## src/rtl/mem_map_pkg.sv

```systemverilog
// Address map constants, ROM image and region decode shared by the memory responder.
package mem_map_pkg;

    localparam int ADDR_W    = 8;
    localparam int DATA_W    = 8;
    localparam int ROM_DEPTH = 128;
    localparam int ROM_AW    = 7;

    localparam logic [ADDR_W-1:0] ROM_BASE        = 8'h00;
    localparam logic [ADDR_W-1:0] RAM_BASE_DEF    = 8'h80;
    localparam logic [ADDR_W-1:0] IO_BASE_DEF     = 8'hE0;
    localparam logic [ADDR_W-1:0] PORT_OUT_A_ADDR = 8'hE0;
    localparam logic [ADDR_W-1:0] PORT_OUT_B_ADDR = 8'hE1;
    localparam logic [ADDR_W-1:0] PORT_IN_A_ADDR  = 8'hF0;
    localparam logic [ADDR_W-1:0] PORT_IN_B_ADDR  = 8'hF1;

    typedef logic [ROM_DEPTH-1:0][DATA_W-1:0] rom_t;

    typedef enum logic [2:0] {
        REG_ROM,
        REG_RAM,
        REG_OUT_A,
        REG_OUT_B,
        REG_IN_A,
        REG_IN_B,
        REG_NONE
    } region_e;

    // Fixed image: entry i holds (37*i + 0x86) mod 256, so location 0 is 0x86.
    function automatic rom_t build_rom();
        rom_t rom;
        for (int i = 0; i < ROM_DEPTH; i++) begin
            rom[i] = 8'((i * 37) + 134);
        end
        return rom;
    endfunction

    localparam rom_t ROM_INIT = build_rom();

    function automatic region_e decode_addr(input logic [ADDR_W-1:0] addr,
                                            input logic [ADDR_W-1:0] ram_base,
                                            input logic [ADDR_W-1:0] io_base);
        region_e region;
        if (addr < ram_base) begin
            region = REG_ROM;
        end else if (addr < io_base) begin
            region = REG_RAM;
        end else begin
            case (addr)
                PORT_OUT_A_ADDR: region = REG_OUT_A;
                PORT_OUT_B_ADDR: region = REG_OUT_B;
                PORT_IN_A_ADDR:  region = REG_IN_A;
                PORT_IN_B_ADDR:  region = REG_IN_B;
                default:         region = REG_NONE;
            endcase
        end
        return region;
    endfunction

endpackage

```

## src/rtl/sync2.sv

```systemverilog
// 8-bit two-flop synchronizer for asynchronous external inputs.
module sync2
    import mem_map_pkg::*;
(
    input  logic              clk,
    input  logic              reset,
    input  logic [DATA_W-1:0] i_d,
    output logic [DATA_W-1:0] o_q
);

    logic [DATA_W-1:0] r_meta;
    logic [DATA_W-1:0] r_sync;

    always_ff @(posedge clk or negedge reset) begin
        if (!reset) begin
            r_meta <= '0;
            r_sync <= '0;
        end else begin
            r_meta <= i_d;
            r_sync <= r_meta;
        end
    end

    assign o_q = r_sync;

endmodule

```

## src/rtl/memory_responder.sv

```systemverilog
// Memory-mapped responder: MAR, ROM, RAM, output ports and synchronized input ports
// behind a single registered read-data path.
module memory_responder
    import mem_map_pkg::*;
#(
    parameter logic [7:0] RAM_BASE = RAM_BASE_DEF,
    parameter logic [7:0] IO_BASE  = IO_BASE_DEF
) (
    input  logic       clk,
    input  logic       reset,
    input  logic       mar_load,
    input  logic [7:0] address_in,
    input  logic [7:0] data_in,
    input  logic       write,
    output logic [7:0] data_out,
    input  logic [7:0] port_in_a,
    input  logic [7:0] port_in_b,
    output logic [7:0] port_out_a,
    output logic [7:0] port_out_b,
    input  logic       fault_clr,
    output logic       write_fault
);

    localparam int RAM_DEPTH = int'(IO_BASE) - int'(RAM_BASE);
    localparam int RAM_AW    = $clog2(RAM_DEPTH);

    logic [7:0]        r_ram [0:RAM_DEPTH-1];
    logic [7:0]        r_mar;
    logic [7:0]        r_data_out;
    logic [7:0]        r_port_out_a;
    logic [7:0]        r_port_out_b;
    logic              r_write_fault;
    logic              r_wr_armed;

    logic [7:0]        w_sync_a;
    logic [7:0]        w_sync_b;
    logic [7:0]        w_rd_data;
    region_e           w_region;
    logic [RAM_AW-1:0] w_ram_idx;
    logic [ROM_AW-1:0] w_rom_idx;
    logic              w_ram_we;
    logic              w_illegal_wr;

    sync2 u_sync_a (
        .clk   (clk),
        .reset (reset),
        .i_d   (port_in_a),
        .o_q   (w_sync_a)
    );

    sync2 u_sync_b (
        .clk   (clk),
        .reset (reset),
        .i_d   (port_in_b),
        .o_q   (w_sync_b)
    );

    assign w_region  = decode_addr(r_mar, RAM_BASE, IO_BASE);
    assign w_ram_idx = RAM_AW'(r_mar - RAM_BASE);
    assign w_rom_idx = ROM_AW'(r_mar - ROM_BASE);

    always_comb begin
        w_rd_data = 8'h00;
        case (w_region)
            REG_ROM:   w_rd_data = ROM_INIT[w_rom_idx];
            REG_RAM:   w_rd_data = r_ram[w_ram_idx];
            REG_OUT_A: w_rd_data = r_port_out_a;
            REG_OUT_B: w_rd_data = r_port_out_b;
            REG_IN_A:  w_rd_data = w_sync_a;
            REG_IN_B:  w_rd_data = w_sync_b;
            default:   w_rd_data = 8'h00;
        endcase
    end

    assign w_ram_we     = write && r_wr_armed && (w_region == REG_RAM);
    assign w_illegal_wr = write && (w_region == REG_ROM  || w_region == REG_IN_A ||
                                    w_region == REG_IN_B || w_region == REG_NONE);

    always_ff @(posedge clk or negedge reset) begin
        if (!reset) begin
            r_mar      <= 8'h00;
            r_data_out <= 8'h00;
        end else begin
            if (mar_load) begin
                r_mar <= address_in;
            end
            r_data_out <= w_rd_data;
        end
    end

    // RAM has no reset; the arm flag is cleared by reset so a write presented while
    // reset is held (or on the release edge) never lands in the array.
    always_ff @(posedge clk or negedge reset) begin
        if (!reset) begin
            r_wr_armed <= 1'b0;
        end else begin
            r_wr_armed <= 1'b1;
        end
    end

    always_ff @(posedge clk) begin
        if (w_ram_we) begin
            r_ram[w_ram_idx] <= data_in;
        end
    end

    always_ff @(posedge clk or negedge reset) begin
        if (!reset) begin
            r_port_out_a <= 8'h00;
            r_port_out_b <= 8'h00;
        end else if (write) begin
            if (w_region == REG_OUT_A) begin
                r_port_out_a <= data_in;
            end
            if (w_region == REG_OUT_B) begin
                r_port_out_b <= data_in;
            end
        end
    end

    // Set has priority over clear so a fault raised on the clearing edge is not lost.
    always_ff @(posedge clk or negedge reset) begin
        if (!reset) begin
            r_write_fault <= 1'b0;
        end else if (w_illegal_wr) begin
            r_write_fault <= 1'b1;
        end else if (fault_clr) begin
            r_write_fault <= 1'b0;
        end
    end

    assign data_out    = r_data_out;
    assign port_out_a  = r_port_out_a;
    assign port_out_b  = r_port_out_b;
    assign write_fault = r_write_fault;

endmodule

```

## config.mk

```make
export PLATFORM = sky130hd
export DESIGN_NAME = memory_responder
export DESIGN_NICKNAME = d
export VERILOG_FILES = /design/src/rtl/mem_map_pkg.sv /design/src/rtl/sync2.sv /design/src/rtl/memory_responder.sv
export SDC_FILE = /design/constraint.sdc
export NUM_CORES = 1
export LEC_CHECK = 0
export CAP_MARGIN = 20
export CORE_UTILIZATION = 50
export CTS_CLUSTER_SIZE = 25
export DETAILED_ROUTE_END_ITERATION = 10
export MAX_ROUTING_LAYER = met4
export PLACE_DENSITY_LB_ADDON = 0.25
export SLEW_MARGIN = 25
export SYNTH_ARGS = -nofsm -noshare
export SYNTH_HDL_FRONTEND = slang
export SYNTH_SLANG_ARGS = --single-unit
```

## constraint.sdc

```tcl
create_clock -name clk -period 2.95 [get_ports clk]
set_input_delay 0.59 -clock clk [delete_from_list [all_inputs] [get_ports clk]]
set_output_delay 0.59 -clock clk [all_outputs]
set_load 0.005 [all_outputs]
```

# == Word level (Yosys, flattened, before mapping) ==
# Memories as Yosys holds them, arrays and structs flattened.
# Cells that the tools add are included.
# totals
regBits,66
mem_bits_ro,1024
out_inout_bits,25
mem_bits_rw,768
wordCells,45
in_bits,37
n_memories,2
# memory_table
memory,words,width,rd,rd_ports_with_merged_regs,wr,line,text
(no name shown),128,8,1,0,0,memory_responder.sv:65,REG_ROM: w_rd_data = ROM_INIT[w_rom_idx];
r_ram,96,8,1,0,1,memory_responder.sv:27,logic [7:0] r_ram [0:RAM_DEPTH-1];
# classes
mux,9
n_reduce_logical,10
n_eq_ne,10
order_cmp,3
n_addsub,1
# op_table
cell,n
case mux 8 bit (6 select lines),1
== test 8 bit (second input constant),4
less-than comparator 8 bit (second input constant),2
case mux 3 bit (4 select lines),1
== test 3 bit (second input constant),3
less-than comparator 7 x 8 -> 1 bit (second input constant),1
2-to-1 mux 8 bit,1
subtractor 7 x 1 -> 7 bit (second input constant),1
== test 3 x 2 -> 1 bit (second input constant),2
2-to-1 mux 3 bit,2
2-to-1 mux 1 bit,4
AND reduction 2 bit,2
== test 3 x 1 -> 1 bit (second input constant),1
logical AND 1 bit,3
zero test 3 bit,1
logical OR 1 bit,3
nonzero test 2 bit,1

# == Logic depth before layout (Yosys ltp) ==
# depth
depth_word,10
mapped_depth,11
depth_no_buf,8

# == Hierarchy ==
# Synthesis repeated with hierarchy kept, for this count alone.
# unflattened
hier_cells,1853
area_unflattened_um2,33040.4
# modules_own_cells
mod,seq_area_each_um2,cells_each,area_each_um2,n_inst
memory_responder,23912.9,1821,32239.7,1
sync2,400.4,16,400.4,2

# == Worst setup path after synthesis ==
# OpenSTA, ideal clock, no wires.
# synth_timing
path_kind,reg-to-reg
start,register r_mar[1]
end,register r_data_out[1] (netlist: data_out[1])
setup_time_ps,138
t_arrival_ps,2907
n_path_buf,2
required_ps,2812
period_less_slack_ps,3045
path_stages_with_launch,11
setup_slack_ps,-95
cell_sequence,dfrtp_1 > clkinv_1 > clkbuf_1 > ha_1 > nor3b_1 > o21ai_0 > buf_1 > mux2_2 > a21oi_1 > o21ai_0 > or4_1
# synth_between
elab_chain_cells,6
elab_cells_between_ends,20
classes_between,add/sub (1); order compare (2); eq/ne (9); mux (5); reduce/logical (1); memory (2)
# synth_lines
element,line,text
start: declaration,memory_responder.sv:28,logic [7:0] r_mar;
start signal: assignment,memory_responder.sv:85,r_mar <= address_in;
"parallel branches: the longest is 5 deep, another holds memory (96 x 8 bit)",n/a,
case mux 8 bit (6 select lines) (*),memory_responder.sv:64,case (w_region)
via w_rd_data[1],memory_responder.sv:37,logic [7:0] w_rd_data;
end signal: assignment,memory_responder.sv:87,r_data_out <= w_rd_data;
end: declaration,memory_responder.sv:29,logic [7:0] r_data_out;
# Mark *: on every way through the listed nets, which the timed path passes. The select of a mux whose other input is x is not followed.
# A chain may end at the register's enable or synchronous reset.

# == Final worst setup path ==
# layout_timing
start,register r_mar[0]
end,register r_data_out[1] (netlist: data_out[1])
# The elaborated chain is that of the path after synthesis.

==> PnR_summary.wiki <==
{| class="wikitable"
! Metric !! Value
|-
| Outcome || completed
|-
| Cell family with the largest share of critical-path delay || compound AO/OA/AOI/OAI gates
|-
| Clock network latency to the later pin of the worst-skew pair || about 0.64 ns
|-
| DIE WIDTH || 257.9 um
|-
| Static Leak || 0.01294 uW
|-
| Crit path launch type || flip-flop
|-
| FFs w/ async S/R, synth || 0.07914
|-
| Part of the cycle the worst path needs || 0.9856
|-
| Share of total power in sequential cells || 0.507
|-
| Final ANT Viol Nets || 0
|-
| Most common cell in the netlist || edfxtp_1
|-
| Effective utilization at floorplan || 0.5069
|-
| Total iterations of the first detailed-routing run || 5
|-
| Dominant cell type by area after synthesis || edfxtp_1
|-
| Sink Count || 834
|-
| Switching portion of total power || 0.2278
|-
| Fmax || 343.9 MHz
|-
| Worst hold slack across all endpoints || 0.02175 ns
|-
| Number of enable flip-flop cells after synthesis || 768
|-
| Wirelength per Cell || 28.12 um
|-
| Global Route Usage Sum || 0.2582
|-
| Number of DRC markers after the initial detailed-route iteration || 2051
|-
| Overall power of the completed layout || ~26000 uW
|-
| Critical-path cell list || buf_12 -> mux4_2 -> a22o_1 -> a221oi_1 -> a31oi_1 -> or4_1
|-
| Nets || between 2k and 2.5k
|-
| Gp weighted congestion || roughly 0.96
|-
| Part of the power in combinational logic || 0.091
|-
| Post-Syn Area per Cell || 19.02 um^2
|-
| Depth of the CTS H-tree || 3
|-
| RSZ-0062 raised after global routing || no
|-
| Data required time at the worst endpoint || 3.45 ns
|-
| Final wirelength || about 82000 um
|-
| Count of boundary I/O pins || between 60 and 70
|-
| Nature of the critical path endpoint || flip-flop
|-
| Setup-failing EPs final || 0
|-
| Max capacitance violation total || 0
|-
| Net load switching power || 5892 uW
|-
| Aggregate global routing overflow || 0
|-
| Number of buffers added for setup after CTS || 0
|-
| Largest voltage drop on the vdd net || 0.4688 mV
|-
| Max_slew headroom || 0.2986
|-
| Fraction of final layout cells sized beyond drive strength 1 || 0.2558
|-
| Most common library cells after synthesis || edfxtp_1 (768), mux4_2 (136), nor2_1 (131)
|-
| Netlist area before placement || 32740 um^2
|-
| Clock transition at path regs || 0.06 ns
|-
| Number of distinct library cells after synthesis || 59
|-
| First-pass GRT wire length || 120900 um
|-
| Post-layout instance count excluding filler cells || 2915
|-
| Max Transition Viols Final || 0
|-
| Post-synthesis sequential area ratio || 0.7549
|-
| CORE AREA || around 65000 um^2
|-
| Total via count after detailed routing || about 18k
|-
| Count of buffering cells on the critical path with inverters included || 1
|-
| Layout-stage area growth over the synthesis result || 17.91%
|-
| Biggest cell delay along the critical path || 0.56 ns
|-
| Maximum clock skew at final layout || 0.02931 ns
|-
| Post-layout utilization of the core || 0.5977
|-
| Drt via density || slightly above 6
|-
| Vias in the first global route || 17.78k
|-
| Reg2Reg Capture Point || data_out[1]
|-
| DP Cell Count || 2761
|-
| Die H || 257.9 um
|-
| Crit path time final || 2.908 ns
|-
| Die area || 66500 um^2
|-
| Power density over cell area || approximately 670 nW/um^2
|-
| Slew of the pin with the lowest slew margin || roughly 1.0 ns
|-
| Clock tree root buffer cell || clkbuf_16
|-
| Mapped Nets || 1770
|-
| Length in cells of the worst reg-to-reg path || 6
|-
| Launching point of the worst reg2reg path || r_mar[0]
|-
| Area fraction of the dominant cell type after synthesis || 0.7045
|-
| Synth top area cells || edfxtp_1 (70%), mux4_2 (9.4%), dfrtp_1 (5.0%)
|-
| Clk network pwr share || 0.403
|-
| Worst-case clock buffer depth || 3
|-
| Critical Path Stages || 6
|-
| Type of the worst min-delay path || in2async
|-
| Number of cells produced by synthesis || around 1.7k
|-
| Antenna diode instance count || 0
|-
| Capture point of the critical path || data_out[1]
|-
| Internal cell power || 19970 uW
|-
| Post-Route Setup TNS || 0 ns
|-
| Count of yosys warnings during synthesis || 0
|-
| Port bufs || 61
|-
| Number of rows created at floorplan || 93
|-
| Yosys reg bits || 834
|-
| Maximum number of pins on one net before global-route repair || 99
|-
| Worst setup path startpoint || r_mar[0]
|-
| Clock buffers created by TritonCTS || 86
|-
| Clock tree from TritonCTS || built
|-
| Initial antenna violation count || 2
|-
| DRC || 0
|-
| Crit Path Class || reg2reg
|-
| Minimum setup slack among reg-to-reg paths || 0.04 ns
|-
| Maximum fanout count along the critical path || 26
|-
| Worst path slowest cell || dfrtp_4
|-
| Half-perimeter wire length of the detailed placement result || ~52000 um
|-
| Post-synth top flop || edfxtp_1
|-
| Endpoint arrival time on the critical path || between 3 and 4 ns
|-
| Final hold violations || 0
|}
==> routing by layer <==
layer	GRT usage	routed length, um
met5	-	0
met4	0.07577	2135
met3	0.04132	6091
met2	0.3870	38580
met1	0.3685	35160
==> power groups by stage <==
stage               combinational, uW  clock [uW]  sequential, uW
floorplan                        1230           0           13300
global route                     2470       11000           13100
detailed placement               2320           0           13300
finish                           2340       10400           13100
CTS                              2330       10600           13100
global placement                 2300           0           13300
==> cell usage in the layout, fill, tap and decap left out, types with 8 or more instances in the layout <==
cell | Yosys | routed
a211oi_1 | 9 | 9
a21oi_1 | 25 | 25
a22oi_1 | 56 | 55
a31oi_1 | 9 | 8
buf_12 | 1 | 20
buf_4 | 20 | 201
clkbuf_1 | 41 | 12
clkbuf_16 | 0 | 88
clkdlybuf4s50_1 | 0 | 52
clkinv_1 | 2 | 25
clkinv_2 | 0 | 13
dfrtp_1 | 66 | 63
edfxtp_1 | 768 | 768
ha_1 | 12 | 12
inv_1 | 8 | 8
mux2_2 | 29 | 29
mux2i_1 | 115 | 115
mux4_2 | 136 | 136
nand2_1 | 52 | 52
nand2b_1 | 9 | 9
nand4_1 | 17 | 17
nor2_1 | 131 | 130
o211ai_1 | 9 | 9
o21ai_0 | 37 | 35
o22ai_1 | 61 | 61
==> kinds of logic after synthesis <==
group,share of synthesized area
flip-flops,0.7549
multiplexers,0.1427
AND/OR/NAND/NOR,0.03310
AO/OA/AOI/OAI,0.04789
buffers and inverters,0.01590
adder cells (fa/ha/maj),0.004586
XOR/XNOR,0.0008027
other,0.0001145
==> layout make-up <==
class | count | area, um^2
clock inverter | 49 | 421.7
clock buffer | 104 | 2296
tap | 855 | 1070
sequential | 834 | 24730
multi-input combinational | 783 | 7546
inverter | 11 | 41.29
fill | 4613 | 25980
timing repair buffer | 279 | 2501
==> worst min-delay path by stage <==
stage | from | to | slack [ns] | depth (start not counted)
3_5_place_dp | u_sync_a.r_meta[0] | u_sync_a.o_q[0] | 0.34 | 0
5_1_grt | reset | u_sync_b.o_q[6] | 0.06 | 1
6_report | reset | u_sync_a.r_meta[3] | 0.02 | 1
4_1_cts | reset | u_sync_b.o_q[6] | 0.01 | 1
2_1_floorplan | reset | data_out[0] | 0.29 | 0
3_3_place_gp | u_sync_b.r_meta[6] | u_sync_b.o_q[6] | 0.33 | 0
==> timing repair <==
action | 4_1_cts | 5_1_grt
hold buffers | 0 | 0
resized for setup | 0 | 6
setup endpoints to repair | 0 | 3
==> flip-flops by register name (all words and copies together) (netlist names) <==
register         flops
u_sync_b.r_meta      8
data_out             8
write_fault          1
u_sync_a.r_meta      8
u_sync_a.o_q         8
r_mar                8
r_wr_armed           1
port_out_a           8
port_out_b           8
r_ram              768
u_sync_b.o_q         8
==> per-stage QoR <==
stage	worst slack, ns	instance area (um^2)
2_1_floorplan	0.1511	32740
3_3_place_gp	0.03963	35820
3_5_place_dp	0.04611	35820
4_1_cts	0.002121	38540
5_1_grt	0.001772	38600
6_report	0.04249	38600
(Power assumes the default switching activity.)
